**src/rtl/alu_protocol_monitor.sv**
```systemverilog
// Passive ALU protocol monitor: follows each operation through IDLE/WAIT/MUL and flags
// operand timeouts, cmd/mode changes while pending, multiply aborts and result-hold violations.
module alu_protocol_monitor #(
    parameter int DWIDTH    = 8,
    parameter int CWIDTH    = 4,
    parameter int TIMEOUT   = 16,
    parameter int MUL_LAT   = 2,
    parameter int CNT_WIDTH = 8,
    parameter logic [(1<<CWIDTH)-1:0] ARITH2_MASK = 16'h010F,
    parameter logic [(1<<CWIDTH)-1:0] MUL_MASK    = 16'h0600,
    parameter logic [(1<<CWIDTH)-1:0] LOGIC2_MASK = 16'h303F
) (
    input  logic                   clk,
    input  logic                   rst,
    input  logic                   ce,
    input  logic                   mode,
    input  logic [CWIDTH-1:0]      cmd,
    input  logic [1:0]             inp_valid,
    input  logic [DWIDTH:0]        res,
    input  logic                   clr_err,
    output logic                   busy,
    output logic                   op_done,
    output logic [$clog2(TIMEOUT+1)-1:0] wait_cycles,
    output logic [3:0]             err_pulse,
    output logic [3:0]             err_sticky,
    output logic [4*CNT_WIDTH-1:0] err_cnt
);
    localparam int TW = $clog2(TIMEOUT+1);
    localparam int MW = (MUL_LAT < 1) ? 1 : $clog2(MUL_LAT+1);
    localparam logic [CNT_WIDTH-1:0] CNT_MAX = {CNT_WIDTH{1'b1}};

    typedef enum logic [1:0] {S_IDLE, S_WAIT, S_MUL} state_t;

    state_t              state, state_n;
    logic [CWIDTH-1:0]   cmd_l, cmd_n;
    logic                mode_l, mode_n;
    logic [1:0]          seen_l, seen_n;
    logic [TW-1:0]       timer, timer_n, t_inc;
    logic [TW-1:0]       wait_l, wait_l_n, done_wait;
    logic [MW-1:0]       mul_cnt, mul_n, mul_dec;
    logic                done;
    logic [2:0]          err_det;
    logic                is_two, is_mul, is_mul_l, cmd_chg, arrive, hold_det;
    logic                ce_d;
    logic [DWIDTH:0]     res_d;
    logic [CNT_WIDTH-1:0] cnt [4];

    // inp_valid bits are per-operand "present this cycle" flags; there is no ready, the
    // monitor only observes, so a bit counts the first time it is seen while pending.
    assign is_mul   = mode & MUL_MASK[cmd];
    assign is_two   = (mode & ARITH2_MASK[cmd]) | (!mode & LOGIC2_MASK[cmd]) | is_mul;
    assign is_mul_l = mode_l & MUL_MASK[cmd_l];
    assign cmd_chg  = (cmd != cmd_l) || (mode != mode_l);
    assign arrive   = |(inp_valid & ~seen_l);
    assign t_inc    = timer + 1'b1;
    assign mul_dec  = mul_cnt - 1'b1;
    assign hold_det = !ce_d && (res != res_d);

    always_comb begin
        state_n   = state;
        cmd_n     = cmd_l;
        mode_n    = mode_l;
        seen_n    = seen_l;
        timer_n   = timer;
        mul_n     = mul_cnt;
        wait_l_n  = wait_l;
        done      = 1'b0;
        done_wait = wait_l;
        err_det   = 3'b000;
        if (ce) begin
            case (state)
                S_IDLE: begin
                    if (inp_valid != 2'b00) begin
                        if (!is_two || inp_valid == 2'b11) begin
                            if (is_mul && MUL_LAT > 0) begin
                                state_n  = S_MUL;
                                mul_n    = MW'(MUL_LAT);
                                cmd_n    = cmd;
                                mode_n   = mode;
                                wait_l_n = '0;
                            end else begin
                                done      = 1'b1;
                                done_wait = '0;
                            end
                        end else begin
                            state_n = S_WAIT;
                            cmd_n   = cmd;
                            mode_n  = mode;
                            seen_n  = inp_valid;
                            timer_n = '0;
                        end
                    end
                end
                S_WAIT: begin
                    if (cmd_chg) begin
                        err_det[1] = 1'b1;
                        state_n    = S_IDLE;
                    end else if (arrive) begin
                        if (is_mul_l && MUL_LAT > 0) begin
                            state_n  = S_MUL;
                            mul_n    = MW'(MUL_LAT);
                            wait_l_n = t_inc;
                        end else begin
                            state_n   = S_IDLE;
                            done      = 1'b1;
                            done_wait = t_inc;
                        end
                    end else if (t_inc >= TW'(TIMEOUT)) begin
                        err_det[0] = 1'b1;
                        state_n    = S_IDLE;
                    end else begin
                        timer_n = t_inc;
                    end
                end
                S_MUL: begin
                    if (cmd_chg) begin
                        err_det[2] = 1'b1;
                        state_n    = S_IDLE;
                    end else begin
                        mul_n = mul_dec;
                        if (mul_dec == '0) begin
                            state_n = S_IDLE;
                            done    = 1'b1;
                        end
                    end
                end
                default: state_n = S_IDLE;
            endcase
        end
    end

    always_ff @(posedge clk) begin
        if (!rst) begin
            state       <= S_IDLE;
            cmd_l       <= '0;
            mode_l      <= 1'b0;
            seen_l      <= 2'b00;
            timer       <= '0;
            mul_cnt     <= '0;
            wait_l      <= '0;
            op_done     <= 1'b0;
            wait_cycles <= '0;
            err_pulse   <= 4'b0000;
            err_sticky  <= 4'b0000;
            // ce_d=1 keeps the first cycle after reset from comparing against a stale res.
            ce_d        <= 1'b1;
            res_d       <= res;
            for (int i = 0; i < 4; i++) cnt[i] <= '0;
        end else begin
            state     <= state_n;
            cmd_l     <= cmd_n;
            mode_l    <= mode_n;
            seen_l    <= seen_n;
            timer     <= timer_n;
            mul_cnt   <= mul_n;
            wait_l    <= wait_l_n;
            op_done   <= done;
            if (done) wait_cycles <= done_wait;
            err_pulse <= {hold_det, err_det};
            ce_d      <= ce;
            res_d     <= res;
            err_sticky <= clr_err ? err_pulse : (err_sticky | err_pulse);
            for (int i = 0; i < 4; i++) begin
                if (err_pulse[i])
                    cnt[i] <= clr_err ? CNT_WIDTH'(1) : ((cnt[i] == CNT_MAX) ? cnt[i] : cnt[i] + 1'b1);
                else if (clr_err)
                    cnt[i] <= '0;
            end
        end
    end

    assign busy = (state != S_IDLE);

    for (genvar g = 0; g < 4; g++) begin : g_cnt
        assign err_cnt[g*CNT_WIDTH +: CNT_WIDTH] = cnt[g];
    end
endmodule

```
**config.mk**
```make
export PLATFORM = sky130hd
export DESIGN_NAME = alu_protocol_monitor
export DESIGN_NICKNAME = d
export VERILOG_FILES = /design/src/rtl/alu_protocol_monitor.sv
export SDC_FILE = /design/constraint.sdc
export NUM_CORES = 1
export LEC_CHECK = 0
export ABC_AREA = 1
export BUFFER_PORTS_ARGS = -buffer_cell sky130_fd_sc_hd__buf_2
export CORE_UTILIZATION = 41
export DETAILED_ROUTE_END_ITERATION = 7
export PLACE_DENSITY = 0.65
export SLEW_MARGIN = 20
export SYNTH_ARGS = -nofsm -noshare
export SYNTH_HDL_FRONTEND = slang
export SYNTH_SLANG_ARGS = --single-unit
```
**constraint.sdc**
```tcl
create_clock -name clk -period 2 [get_ports clk]
set_clock_uncertainty 0.05 [all_clocks]
set_input_delay 0.5 -clock clk [delete_from_list [all_inputs] [get_ports clk]]
set_output_delay 0.5 -clock clk [all_outputs]
set_load 0.03 [all_outputs]
```
# Word level (Yosys, flattened, before mapping)

Memories as Yosys holds them, arrays and structs flattened. A register that Yosys moved wholly into a read port is not among the register bits.
Cells that the tools add are included.

Add/subtract/negate cells: 6
Order comparisons: 3
Equality and inequality tests: 24
Muxes and demuxes: 103
Bitwise gates (word level): 21
Reductions and logical operators: 22

Operators by type and width:

| kind                                                        | count |
|---|---|
| two-way mux 8 bit                                           | 16 |
| two-way mux 5 bit                                           | 18 |
| two-way mux 1 bit                                           | 43 |
| adder 8 x 1 -> 8 bit (second input constant)                | 4 |
| equality test 8 bit (second input constant)                 | 4 |
| two-way mux 2 bit                                           | 15 |
| case mux 5 bit (2 select lines)                             | 3 |
| != test 2 bit (second input constant)                       | 11 |
| two-way mux 4 bit                                           | 5 |
| case mux 2 bit (3 select lines)                             | 2 |
| less-than comparator 4 x 5 -> 1 bit (second input constant) | 2 |
| OR 1 bit                                                    | 10 |
| != test 9 bit                                               | 1 |
| AND reduction 9 bit                                         | 1 |
| AND reduction 4 bit                                         | 2 |
| AND reduction 8 bit                                         | 1 |
| AND reduction 7 bit                                         | 1 |
| != test 3 bit (second input constant)                       | 2 |
| AND reduction 3 bit                                         | 2 |
| nonzero test 2 bit                                          | 3 |
| OR reduction 6 bit                                          | 1 |
| adder 5 x 1 -> 5 bit (second input constant)                | 1 |
| >= comparator 5 bit (second input constant)                 | 1 |
| AND reduction 5 bit                                         | 1 |
| 18 further kinds                                            | 29 |

Bits in registers: 45
Memory bits (writable): 32
Bits in read-only memories: 64
Input bits: 20
Output and inout bits: 47
Logic and storage cells: 200
Memories: 5

Memories:

| name             | words | width | read ports | clocked after Yosys merged registers in | write ports | RTL line | text |
|---|---|---|---|---|---|---|---|
| cnt              | 4     | 8     | 4          | 0                                       | 4           | 46       | `logic [CNT_WIDTH-1:0] cnt [4];` |
| (name not given) | 16    | 1     | 1          | 1                                       | 0           | 52       | `assign is_mul_l = mode_l & MUL_MASK[cmd_l];` |
| (name not given) | 16    | 1     | 1          | 0                                       | 0           | 51       | `assign is_two = (mode & ARITH2_MASK[cmd]) \| (!mode & LOGIC2_MASK[cmd]) \| is_mul;` |
| (name not given) | 16    | 1     | 1          | 0                                       | 0           | 51       |  |
| (name not given) | 16    | 1     | 1          | 0                                       | 0           | 50       | `assign is_mul = mode & MUL_MASK[cmd];` |

# Logic depth before layout (Yosys ltp)

Depth in word-level cells: 11
Gate-level depth with buffers: 15
Gate-level depth less buffers: 15

# Worst setup path after synthesis

OpenSTA, ideal clock, no wires.

Path kind: reg2reg
Start point: memory cnt[2][0]
End point: memory cnt[2][0], enable pin
Library setup time: 0.384 ns
Data arrival time: 1.781 ns
Data required time: 1.566 ns
Setup slack: -0.215 ns
Stages on the path, launching flop included: 9
Buffers on the path: 0
Period minus slack after synthesis: 2.215 ns
Path through: edfxtp_1 > ha_1 > nand2_1 > nor2_1 > inv_1 > nor2_1 > nand2_1 > nor3_1 > o21ai_0

RTL lines:

| item            | RTL line |
|---|---|
| start, declared | 46 |

# Worst setup path after layout

Start point: register timer[0]
End point: register timer[3]

Longest elaborated chain between the ends: 5
Elaborated cells on any way between the ends: 8
Classes of those cells: add/sub (1); order compare (1); eq/ne (1); mux (4); reduce/logical (1)

Ends and longest elaborated chain:

| item                                                                        | RTL line | text |
|---|---|---|
| start, declared                                                             | 38       | `logic [TW-1:0] timer, timer_n, t_inc;` |
| start signal, assigned                                                      | 154      | `timer <= timer_n;` |
| adder 5 x 1 -> 5 bit (*)                                                    | 55       | `assign t_inc = timer + 1'b1;` |
| parallel branches: the longest is 4 deep, another holds >= comparator 5 bit | --       |  |

Every way passes the cells marked *. The select of a mux whose other input is x is not followed.
A chain may end at the register's enable or synchronous reset.

==> summary.txt <==
Outcome
  – Status: completed

Power
  – Peak VDD IR: 0.3463 mV
  – Leakage power figure: 2.177 nW
  – PnR Total Power: 3.577 mW
  – Pwr Density: 762.8 nW/um^2

Synthesis
  – Seq cells post-synth: 78
  – Most common flop cell mapped by yosys: dfxtp_1
  – Synth Net Count: 521
  – Synth top area share: 0.2461
  – Synth cell types: 37
  – Post-synth ARST share: 0
  – Synth area leaders: edfxtp_1 (25%), dfxtp_1 (24%), nand2_1 (11%)
  – Top cell type by total area after synthesis: edfxtp_1
  – Mapped Cells: 494
  – Synthesis Warnings: 0
  – Synth Area per Inst: 7.905 sq um
  – Synthesized area: 3905 sq um
  – Register area share after synthesis: 0.4819
  – Post-synth EDFFs: 32

Detailed routing
  – Via count: 3393
  – Met1 wire length: 3.904 mm
  – Antenna viol nets, final: 0
  – Met3 routed WL: 379 um
  – WL per Instance: 11.45 um
  – Drt via density: 4.739
  – # DRC: 0
  – Met2 WL: 3.820 mm
  – Drt pass-1 iters: 4
  – Final wirelength: 8.198 mm
  – Initial DRC Count: 122
  – Highest routed layer: met4

Cells and area
  – Layout Area Growth over Synthesis: 20.09%
  – Share of cells above drive strength 1: 0.2198
  – Non-filler cells, final: 716
  – Multi-input gate area in the final layout: 1729 sq um
  – Fillcell total: 865
  – Fin util: 0.5075
  – Antenna cells: 0
  – Number of nets in the layout: 609
  – Register area: 1882 sq um
  – Layout Cell Area excl Fill: 4690 sq um

CTS
  – Clock Latency Late Sink: 0.34 ns
  – Resize count post-CTS: 0
  – Clk slew on worst S/H paths: 0.09 ns
  – CTS Hold Buffers Added: 0
  – TritonCTS buffer count: 9
  – TritonCTS clock tree: done
  – Clk Tree Root Cell: clkbuf_8
  – H-tree Lvls: 3
  – Setup bufs post-CTS: 0
  – CTS Buffer Depth: 2
  – Clk sink count: 78

Floorplanning
  – Vert. Die Dim: 99.59 um
  – Die Width: 99.59 um
  – Die ar.: 9918 sq um
  – Initial cell density of the core: 0.4226
  – FP Rows: 35
  – Core Area: 9240 sq um
  – I/O Pins: 67

Timing
  – Post-route clock period utilization: 0.8932
  – Achievable Freq: 0.5598 GHz
  – Hold Violations, Final: 0
  – Worst slew pin tran: 0.4446 ns
  – Setup violators final: 0
  – Tmin final: 1.786 ns
  – RSZ-0062 raised after global routing: no
  – Setup_tns: 0 ns
  – Max-slew violations: 0
  – Slew HR: 0.7036

Global route
  – First-pass GRT wire length: 13.79 mm
  – Initial antenna violation count: 0
  – Largest net degree at the start of global routing: 23
  – Vias in the first global route: 3074
  – Total GRT Usage: 0.1743
  – GR Overflow Total: 0

Critical path
  – Worst setup EP type: register
  – Crit path cell chain: ha_1, nand3_1, xor2_1, inv_1, nand2_1, o211ai_1, nor2_4, nand2_1, nand2_1, nor2_1
  – R2R cell count: 10
  – Crit path to: timer[3]
  – R2R Setup Slk: 0.21 ns
  – Max incr delay on CP: 0.37 ns
  – Critical Path Stages: 10
  – Worst r2r src: timer[0]
  – Bufs and invs on worst path: 1
  – Arr. time, crit path: 1.98 ns
  – R2R Path End: timer[3]
  – Slowest CP cell: dfxtp_1
  – Most frequent CP cell: nand2_1
  – CP max FO: 9
  – Startpoint Class: register
  – Setup crit start: timer[0]
  – Worst Path Required: 2.19 ns
  – Top delay family on crit path: simple AND/OR/NAND/NOR gates
  – Critical path type: register to register

Placement
  – HPWL Detailed: 6.306 mm
  – Cell count after placement: 700
  – Placed cell areas: 4488 sq um
  – GPL Wtd Cong: 0.8441
  – Input/output buffers: 66

Hold path
  – Hold Path Depth: 1
  – Hold Crit Class: input pin to register

Flow run
  – Max_cap viols: 0
[flip-flops by register name (all words and copies together) (netlist names), named ones only]
name	flops
cnt	32
res_d	9
timer	5
wait_cycles	5
wait_l	5
cmd_l	4
err_pulse	4
err_sticky	4
mul_cnt	2
seen_l	2
state	2
ce_d	1
mode_l	1
op_done	1
[kinds of logic after synthesis]
kind of cell    count (synthesis)  share of synthesized area
compound gates                 67                    0.09484
xor+xnor                       14                    0.03140
fa+ha+maj                       7                    0.02243
buf+inv                        79                    0.07722
flops                          78                     0.4819
simple gates                  249                     0.2922
[worst min path at each step]
stage / to / slack [ns] / from
global placement: err_pulse[3] / 0.33 / ce_d
floorplan: err_pulse[3] / 0.32 / ce_d
detailed placement: err_pulse[3] / 0.33 / ce_d
CTS: res_d[4] / 0.21 / res[4]
finish: res_d[4] / 0.22 / res[4]
global route: res_d[6] / 0.21 / res[6]
[placed cells by master (no fill, tap or decap), types with 9 or more instances in the layout]
| cell type | synthesis | routed |
|---|---|---|
| inv_2 | 9 | 9 |
| o21ai_0 | 21 | 17 |
| buf_4 | 0 | 14 |
| edfxtp_1 | 32 | 32 |
| inv_1 | 66 | 66 |
| nor3_1 | 9 | 9 |
| clkbuf_8 | 0 | 9 |
| a21oi_1 | 35 | 35 |
| nand3_1 | 23 | 23 |
| dfxtp_1 | 46 | 46 |
| buf_2 | 2 | 66 |
| nand2_1 | 119 | 119 |
| nor2_1 | 58 | 58 |
[synth_stat cells, types with 2 or more instances]
cell type,number
a21oi_2,2
o211ai_1,2
nor2_2,2
o21ai_0,21
nand2_1,119
nor3_1,9
a21oi_1,35
nand3_2,2
buf_2,2
nand2_4,3
nor2_1,58
xor2_1,7
inv_1,66
nor2_4,5
nand2_2,4
dfxtp_1,46
or2_1,3
nor3b_1,5
ha_1,7
edfxtp_1,32
nand4_1,6
nand3_1,23
nor4_1,3
o21ai_1,3
or2_0,3
xnor2_1,7
inv_2,9
[through the flow]
stage | hold slack (ns) | setup slack [ns]
floorplan | 0.3232 | 0.001956
global placement | 0.3315 | 0.006098
detailed placement | 0.3273 | -0.06170
CTS | 0.2131 | 0.02321
global route | 0.2083 | 0.01656
finish | 0.2215 | 0.2135
[report_power, final]
part,internal (mW),switching (mW)
clock,0.580,0.602
sequential,1.74,0.0640
combinational,0.193,0.399
total,2.51,1.07
[per-layer routing]
metal  track usage  vias up
li1              -     1767
met1        0.2250     1533
met2        0.2895       83
met3       0.03233       10
met4       0.06787        0
met5             0        -
[area by class of cell]
cell class | instances | share of cell area
Clock buffer | 9 | 0.02641
Timing Repair Buffer | 80 | 0.09285
Tap cell | 129 | 0.03442
Clock inverter | 7 | 0.01494
Inverter | 76 | 0.06137
Sequential cell | 78 | 0.4013
Multi-Input combinational cell | 337 | 0.3687
Power figures use the tool's default switching activity.
